===== config.mk =====
export PLATFORM = sky130hd
export DESIGN_NAME = seqdet_frame_capture_flat
export DESIGN_NICKNAME = d
export VERILOG_FILES = /design/src/rtl/seqdet_frame_capture_if.sv /design/src/rtl/seqdet_frame_capture.sv /design/src/flat_wrapper.sv
export SDC_FILE = /design/constraint.sdc
export NUM_CORES = 1
export LEC_CHECK = 0
export ABC_AREA = 1
export BUFFER_PORTS_ARGS = -buffer_cell sky130_fd_sc_hd__buf_2
export CORE_MARGIN = 8
export CORE_UTILIZATION = 45
export CTS_CLUSTER_SIZE = 24
export DETAILED_ROUTE_END_ITERATION = 12
export PLACE_DENSITY = 0.71
export SETUP_SLACK_MARGIN = 0.05
export SYNTH_ARGS = -nofsm -noshare
export SYNTH_HDL_FRONTEND = slang
export SYNTH_SLANG_ARGS = --single-unit

===== constraint.sdc =====
create_clock -name clk -period 1.3 [get_ports clk]
set_input_delay 0.13 -clock clk [delete_from_list [all_inputs] [get_ports clk]]
set_output_delay 0.13 -clock clk [all_outputs]
set_load 0.01 [all_outputs]

===== src/rtl/seqdet_frame_capture_if.sv =====
// Serial-in / parallel-out bundle between the sync detector, the frame capture stage and its consumer.
interface seqdet_frame_capture_if #(
    parameter int unsigned DATA_W = 8,
    parameter int unsigned CNT_W  = 8
);
    logic              i_data;
    logic              i_det;
    logic              i_ready;
    logic [DATA_W-1:0] o_data;
    logic              o_valid;
    logic              o_busy;
    logic [CNT_W-1:0]  o_drop_cnt;

    modport master (
        input  i_data, i_det, i_ready,
        output o_data, o_valid, o_busy, o_drop_cnt
    );

    modport slave (
        output i_data, i_det, i_ready,
        input  o_data, o_valid, o_busy, o_drop_cnt
    );
endinterface


===== src/rtl/seqdet_frame_capture.sv =====
// Deserialises DATA_W payload bits after each 1101 detector pulse into a single-entry
// valid/ready output register, counting frames lost to back-pressure.
module seqdet_frame_capture #(
    parameter int unsigned DATA_W = 8,
    parameter int unsigned CNT_W  = 8
) (
    input  logic                    clk,
    input  logic                    reset,
    seqdet_frame_capture_if.master  bus
);
    localparam int unsigned BCNT_W = (DATA_W > 2) ? $clog2(DATA_W) : 1;
    localparam int unsigned SREG_W = DATA_W - 1;

    typedef enum logic {
        HUNT    = 1'b0,
        COLLECT = 1'b1
    } state_e;

    state_e              state_q,   state_d;
    logic [SREG_W-1:0]   sreg_q,    sreg_d;
    logic [BCNT_W-1:0]   bit_cnt_q, bit_cnt_d;
    logic [DATA_W-1:0]   data_q,    data_d;
    logic                valid_q,   valid_d;
    logic [CNT_W-1:0]    drop_q,    drop_d;

    logic [DATA_W-1:0]   word_c;
    logic                done_c;

    // The word is always the held bits plus the bit on the wire this cycle.
    assign word_c = {sreg_q, bus.i_data};

    always_comb begin
        state_d   = state_q;
        sreg_d    = sreg_q;
        bit_cnt_d = bit_cnt_q;
        data_d    = data_q;
        valid_d   = valid_q;
        drop_d    = drop_q;
        done_c    = 1'b0;

        // i_det only matters while hunting: payload bits may themselves contain 1101.
        case (state_q)
            HUNT: begin
                if (bus.i_det) begin
                    sreg_d    = word_c[SREG_W-1:0];
                    bit_cnt_d = BCNT_W'(1);
                    state_d   = COLLECT;
                end
            end
            COLLECT: begin
                sreg_d = word_c[SREG_W-1:0];
                if (bit_cnt_q == BCNT_W'(DATA_W - 1)) begin
                    bit_cnt_d = '0;
                    state_d   = HUNT;
                    done_c    = 1'b1;
                end else begin
                    bit_cnt_d = bit_cnt_q + BCNT_W'(1);
                end
            end
            default: state_d = HUNT;
        endcase

        // A completing word may replace one being consumed in the same cycle.
        if (done_c) begin
            if (!valid_q || bus.i_ready) begin
                data_d  = word_c;
                valid_d = 1'b1;
            end else if (drop_q != {CNT_W{1'b1}}) begin
                drop_d = drop_q + CNT_W'(1);
            end
        end else if (valid_q && bus.i_ready) begin
            valid_d = 1'b0;
        end
    end

    always_ff @(posedge clk) begin
        if (reset) begin
            state_q   <= HUNT;
            sreg_q    <= '0;
            bit_cnt_q <= '0;
            data_q    <= '0;
            valid_q   <= 1'b0;
            drop_q    <= '0;
        end else begin
            state_q   <= state_d;
            sreg_q    <= sreg_d;
            bit_cnt_q <= bit_cnt_d;
            data_q    <= data_d;
            valid_q   <= valid_d;
            drop_q    <= drop_d;
        end
    end

    assign bus.o_data     = data_q;
    assign bus.o_valid    = valid_q;
    assign bus.o_busy     = (state_q == COLLECT);
    assign bus.o_drop_cnt = drop_q;
endmodule


===== src/flat_wrapper.sv =====
// flat-port wrapper written by rule: the top's interface ports become plain ports
module seqdet_frame_capture_flat 
#(
    parameter int unsigned DATA_W = 8,
    parameter int unsigned CNT_W  = 8
)
  (clk, reset, bus_i_data, bus_i_det, bus_i_ready, bus_o_data, bus_o_valid, bus_o_busy, bus_o_drop_cnt);
  seqdet_frame_capture_if #(.DATA_W(DATA_W), .CNT_W(CNT_W)) bus_i ();
  input  logic clk;
  input  logic reset;
  input wire logic [$bits(bus_i.i_data)-1:0] bus_i_data;
  input wire logic [$bits(bus_i.i_det)-1:0] bus_i_det;
  input wire logic [$bits(bus_i.i_ready)-1:0] bus_i_ready;
  output wire logic [$bits(bus_i.o_data)-1:0] bus_o_data;
  output wire logic [$bits(bus_i.o_valid)-1:0] bus_o_valid;
  output wire logic [$bits(bus_i.o_busy)-1:0] bus_o_busy;
  output wire logic [$bits(bus_i.o_drop_cnt)-1:0] bus_o_drop_cnt;
  assign bus_i.i_data = bus_i_data;
  assign bus_i.i_det = bus_i_det;
  assign bus_i.i_ready = bus_i_ready;
  assign bus_o_data = bus_i.o_data;
  assign bus_o_valid = bus_i.o_valid;
  assign bus_o_busy = bus_i.o_busy;
  assign bus_o_drop_cnt = bus_i.o_drop_cnt;
  seqdet_frame_capture #(.DATA_W(DATA_W), .CNT_W(CNT_W)) u_core (.clk(clk), .reset(reset), .bus(bus_i));
endmodule

==> results.sh, run 1 <==
export IMPL_die_w_um=68.3
export IMPL_synthArstFlopShare_pct=0
export IMPL_clk_latency_ps=320
export IMPL_dpl_hpwl_um=1900
export IMPL_yosysTopAreaCellShare_pct=45.6
export IMPL_finalNonFillerCells=221
export IMPL_fp_row_count=19
export IMPL_vias=1113
export IMPL_grt_max_degree=18
export IMPL_cts_htree_levels=1
export IMPL_synthesis_nets=168
export IMPL_coreArea_um2=2660
export IMPL_syn_avg_cell_area_um2=7.68
export IMPL_detail_route_wl_per_cell_um=12.3
export IMPL_fp_dieH_um=68.3
export IMPL_synth_commonest_cells="nor2_1, dfxtp_1, nand2_1, o21ai_0, inv_1"
export IMPL_drive_above_1_share_pct=37.4
export IMPL_antenna_cells=0
export IMPL_synth_top_cell_by_area="dfxtp_1"
export IMPL_preCtsSetupSlack_ps=-64.5
export IMPL_outcome="finished, violations left"
export IMPL_cts_tree="done"
export IMPL_cts_buffers=3
export IMPL_hp_class="in -> reg"
export IMPL_cts_sinks=28
export IMPL_ys_warn_count=0
export IMPL_cts_root_buf="clkbuf_4"
export IMPL_p_leak_nw=0.699
export IMPL_synthMostInstantiatedCell="nor2_1"
export IMPL_cap_viol_max_count=0
export IMPL_worstPathRequired_ps=1540
export IMPL_seqCellArea_um2=567
export IMPL_crit_type="reg -> reg"
export IMPL_grt_first_pass_wirelength_um=4400
export IMPL_reg2reg_slack_ps=-20
export IMPL_track_usage_pct=11.9
export IMPL_synth_distinct_cells=26
export IMPL_multi_input_area_um2=722
export IMPL_synth_area_leaders="dfxtp_1, nor2_1, o21ai_0"
export IMPL_ys_flop_type="dfxtp_1"
export IMPL_area_delta_synth_final_pct=29.6
export IMPL_ant_nets=0
export IMPL_drv_slew=0
export IMPL_path_clk_slew_ps=150
export IMPL_crit_arrival_ps=1560
export IMPL_syn_area_um2=1230
export IMPL_skew_ps=4.22
export IMPL_worst_setup_path_start_kind="flop"
export IMPL_violations="negative setup slack"
export IMPL_crit_path_end_kind="flop"
export IMPL_cts_buffer_depth=2
export IMPL_antenna_found_initial=0
export IMPL_drc=0
export IMPL_start_util_pct=46.1
export IMPL_viasPerCell=5.04
export IMPL_overflow=0
export IMPL_clock_fmax_ghz=0.758
export IMPL_slew_headroom_pct=81.9
export IMPL_grt_pass1_vias=1053
export IMPL_dr_pass1_iters=4
export IMPL_drt_wl_total_um=2720
export IMPL_io_pins=23
export IMPL_hold_viol=0
export IMPL_ys_seq_elements=28
export IMPL_finalCritPeriodShare_pct=101
export IMPL_tightest_slew_ps=271
export IMPL_setup_viol=2
export IMPL_drt_first_iter_violations=38
export IMPL_layout_setup_ws_ps=-19.3
export IMPL_final_nets=199
export IMPL_place_congestion=0.802
export IMPL_synth_edff_count=0
export IMPL_ir_worst_vdd_v=0.000721
export IMPL_rsz0062_at_grt="true"
export IMPL_syn_instance_count=160
export IMPL_power_density_nw_per_um2=899
export IMPL_dieArea_um2=4660
export IMPL_seq_area_frac_synth_pct=45.6
export IMPL_numPortBuffers=22
export IMPL_fillCellCount=262
export IMPL_place_inst=214
export IMPL_p_total_mw=1.43
export IMPL_path_max_fanout=8
export IMPL_finalCriticalPeriod_ps=1320
-- cell families after synthesis --
| logic type | count (synthesis) | synth area share [%] |
|---|---|---|
| buffers and inverters | 17 | 5.50 |
| flip-flops | 28 | 45.6 |
| adder cells (fa/ha/maj) | 3 | 3.06 |
| AO/OA/AOI/OAI | 28 | 11.9 |
| AND/OR/NAND/NOR | 84 | 33.9 |
-- area by class of cell --
| cell class | count | area share, % |
|---|---|---|
| timing repair buffer | 28 | 9.90 |
| clock buffer | 4 | 2.28 |
| multi-input combinational | 116 | 45.3 |
| sequential | 28 | 35.6 |
| inverter | 14 | 4.48 |
| tap | 31 | 2.44 |
-- power by group --
group	switching, mW	internal (mW)	leakage, nW
combinational	0.0520	0.0401	0.449
sequential	0.0241	0.884	0.230
clock	0.260	0.171	0.0210
total	0.337	1.10	0.699
-- metal layers --
layer	GRT usage [%]	up-vias	wire, um	part of all wire (%)
met3	2.29	6	128	4.7
met1	13.5	511	1190	44
met4	3.58	0	46	1.7
met5	0	-	0	0
met2	21.8	21	1350	50
li1	-	575	-	-
-- stage by stage --
step	util (%)	setup TNS, ps	hold WS, ps	area (um2)
after detailed placement	53.2	-364	342	1420
final	59.8	-32.8	45.6	1590
after CTS	56.9	0	39.8	1520
after global routing	59.8	-604	53.3	1590
after global placement	53.2	-24.7	341	1420
after floorplan	-	0	199	1250
-- layout by cell type, fill, tap and decap left out, drive strengths merged --
cell and n:
buf 27, clkinvlp 1, nand2 21, dfxtp 28
nor3 1, o21ai 19, inv 12, clkinv 1
nand3b 1, a211oi 1, a21oi 8, nor2 52
clkbuf 4, or2 1, nand4 1, ha 3
dlygate4sd3 1, nand3 8
-- critical path: stages (launching register included) --
cell	delay, ps
dfxtp_2	390
ha_4	150
ha_4	150
nand2_8	90
nor2_1	120
nand3_1	120
o21ai_1	160
nor2_1	50
-- final timing paths --
check	depth (start not counted)	to	from
worst max-delay path	7	u_core.bus.o_drop_cnt[3]	u_core.bit_cnt_q[0]
worst max register to register	7	u_core.bus.o_drop_cnt[3]	u_core.bit_cnt_q[0]
worst min register to register	2	u_core.bit_cnt_q[2]	u_core.bit_cnt_q[2]
worst min-delay path	3	u_core.bus.o_data[0]	bus_i_data
-- sequential cells by signal, indices dropped and copies added, names as in the netlist --
| register | cells |
|---|---|
| u_core.bus.o_drop_cnt | 8 |
| u_core.bus.o_busy | 1 |
| u_core.sreg_q | 7 |
| u_core.bus.o_valid | 1 |
| u_core.bit_cnt_q | 3 |
| u_core.bus.o_data | 8 |
-- timing repair --
action / in CTS / in global routing
hold buffers: 1 / 0
pin swaps: 4 / 2
buffers inserted: 0 / 1
cloned: 1 / 0
endpoints found under the setup margin: 16 / 19
endpoints found under the hold margin: 3 / 0
gates resized for setup: 10 / 18
Power figures use the tool's default switching activity.
==> inputs of run 2 (changes only) <==
clock period = 1.2 ns   (was 1.3 ns; I/O delays follow)
==> run 2 against run 1 <==
Against the previous run:
- the flow still finishes with violations (negative setup slack)
- routed wire length increased by 4.3%
- first-iteration DRC count increased by 39%
- power increased by 20%
- clock skew increased by 3.6 ps
- flip-flop and latch count unchanged
- die area unchanged
- register-to-register slack got worse by 50 ps
- combinational power increased by 41%
- count of clock-buffer cells in the layout decreased by 1
- critical path type unchanged
- largest power group unchanged
==> results.sh, run 2 (synthesized netlist as in run 1, its figures left out) <==
export IMPL_tightest_slew_ps=198
export IMPL_viasPerCell=5.00
export IMPL_vias=1176
export IMPL_grt_max_degree=17
export IMPL_cts_sinks=28
export IMPL_io_pins=23
export IMPL_dieArea_um2=4660
export IMPL_drt_first_iter_violations=53
export IMPL_antenna_cells=0
export IMPL_clock_fmax_ghz=0.790
export IMPL_top_layer="met4"
export IMPL_max_stage_delay_ps=370
export IMPL_overflow=0
export IMPL_seqCellArea_um2=582
export IMPL_fp_row_count=19
export IMPL_antenna_found_initial=0
export IMPL_cts_tree="done"
export IMPL_rsz0062_at_grt="true"
export IMPL_crit_type="reg -> reg"
export IMPL_drive_above_1_share_pct=42.6
export IMPL_place_congestion=0.745
export IMPL_crit_top_cell="ha_4"
export IMPL_fillCellCount=230
export IMPL_ant_nets=0
export IMPL_path_cells="ha_4 -> ha_4 -> nand2_8 -> clkinv_8 -> nand2_4 -> nor2_4 -> a21oi_2 -> nor2_1"
export IMPL_layout_commonest_cell="nor2_1"
export IMPL_clk_latency_ps=330
export IMPL_ir_worst_vdd_v=0.000833
export IMPL_crit_arrival_ps=1520
export IMPL_crit_path_end_kind="flop"
export IMPL_skew_ps=7.87
export IMPL_dpl_hpwl_um=2040
export IMPL_detail_route_wl_per_cell_um=12.1
export IMPL_layout_setup_ws_ps=-65.4
export IMPL_area_delta_synth_final_pct=42.3
export IMPL_path_max_fanout=7
export IMPL_drc=0
export IMPL_p_leak_nw=0.819
export IMPL_fin_util_pct=65.6
export IMPL_track_usage_pct=13.4
export IMPL_numPortBuffers=22
export IMPL_slew_headroom_pct=86.8
export IMPL_die_w_um=68.3
export IMPL_drt_wl_total_um=2830
export IMPL_wl_met2_um=1500
export IMPL_final_nets=213
export IMPL_route_met3_wl_um=158
export IMPL_grt_first_pass_wirelength_um=4920
export IMPL_hold_viol=0
export IMPL_slowest_stage="dfxtp_2"
export IMPL_drv_slew=0
export IMPL_cts_buffer_depth=2
export IMPL_cts_root_buf="clkbuf_4"
export IMPL_coreArea_um2=2660
export IMPL_outcome="finished, violations left"
export IMPL_cts_buffers=3
export IMPL_worstPathRequired_ps=1450
export IMPL_power_density_nw_per_um2=986
export IMPL_finalCriticalPeriod_ps=1270
export IMPL_mostFrequentLayoutCells="nor2_1, buf_2, dfxtp_1"
export IMPL_setup_viol=13
export IMPL_met1_length_um=1140
export IMPL_fp_dieH_um=68.3
export IMPL_start_util_pct=46.1
export IMPL_cap_viol_max_count=0
export IMPL_path_clk_slew_ps=160
export IMPL_p_total_mw=1.72
export IMPL_grt_pass1_vias=1148
export IMPL_cts_htree_levels=1
export IMPL_dr_pass1_iters=4
export IMPL_hp_class="in -> reg"
export IMPL_multi_input_area_um2=722
export IMPL_finalCritPeriodShare_pct=105
export IMPL_violations="negative setup slack"
export IMPL_worst_setup_path_start_kind="flop"
-- run 2: cell types whose count changed in the layout (fill, tap and decap cells not counted), sizes merged --
cell / change
buf: +15
clkbuf: -1
nor2: -1
bufinv: +1
-- run 2: worst paths after layout --
path,slack [ps],depth (start not counted),to,start
max,-70,8,u_core.bus.o_drop_cnt[5],u_core.bit_cnt_q[1]
min,30,3,u_core.bus.o_data[0],bus_i_data
max reg2reg,-70,8,u_core.bus.o_drop_cnt[5],u_core.bit_cnt_q[1]
min reg2reg,510,2,u_core.bus.o_data[7],u_core.sreg_q[6]
-- run 2: power by group --
part,switching [mW],internal (mW)
combinational,0.0662,0.0635
clock,0.284,0.338
sequential,0.0225,0.950
-- run 2: repair_timing --
item	CTS	global route
setup endpoints to repair	21	21
setup buffers	6	4
endpoints found under the hold margin	3	0
hold buffers	1	0
pin swaps	14	10
resized for setup	23	11
-- run 2: layout make-up --
cell class,instances,area share (%)
clock inverter,1,1.72
clock buffer,3,1.29
inverter,14,3.94
sequential,28,33.3
timing repair buffer,43,16.2
multi-input combinational,115,41.3
tap,31,2.22
-- run 2: metrics by stage --
| stage | setup TNS, ps | setup slack [ps] | area [um2] | std cells | hold WS (ps) |
|---|---|---|---|---|---|
| 2_1_floorplan | -6.61 | -6.61 | 1310 | 160 | 182 |
| 3_3_place_gp | -431 | -65.5 | 1520 | 220 | 327 |
| 3_5_place_dp | -1030 | -120 | 1520 | 220 | 329 |
| 4_1_cts | -580 | -67.6 | 1680 | 231 | 35.8 |
| 5_1_grt | -1490 | -131 | 1750 | 235 | 39.7 |
| 6_report | -435 | -65.4 | 1750 | 235 | 32.5 |
-- run 2: metal layers --
metal	global-route usage, %	up-vias
met5	0	-
met4	5.12	0
met3	3.11	5
met2	24.3	26
met1	14.8	545
li1	-	600
-- run 2: worst max-delay path, delay by kind of cell, from the launching register on --
family / cells / cell delay [ps]
AOI/OAI and AO/OA: 1 / 130
adders and majority gates: 2 / 330
buffers and inverters: 1 / 60
DFF: 1 / 370
and+or+nand+nor: 4 / 290
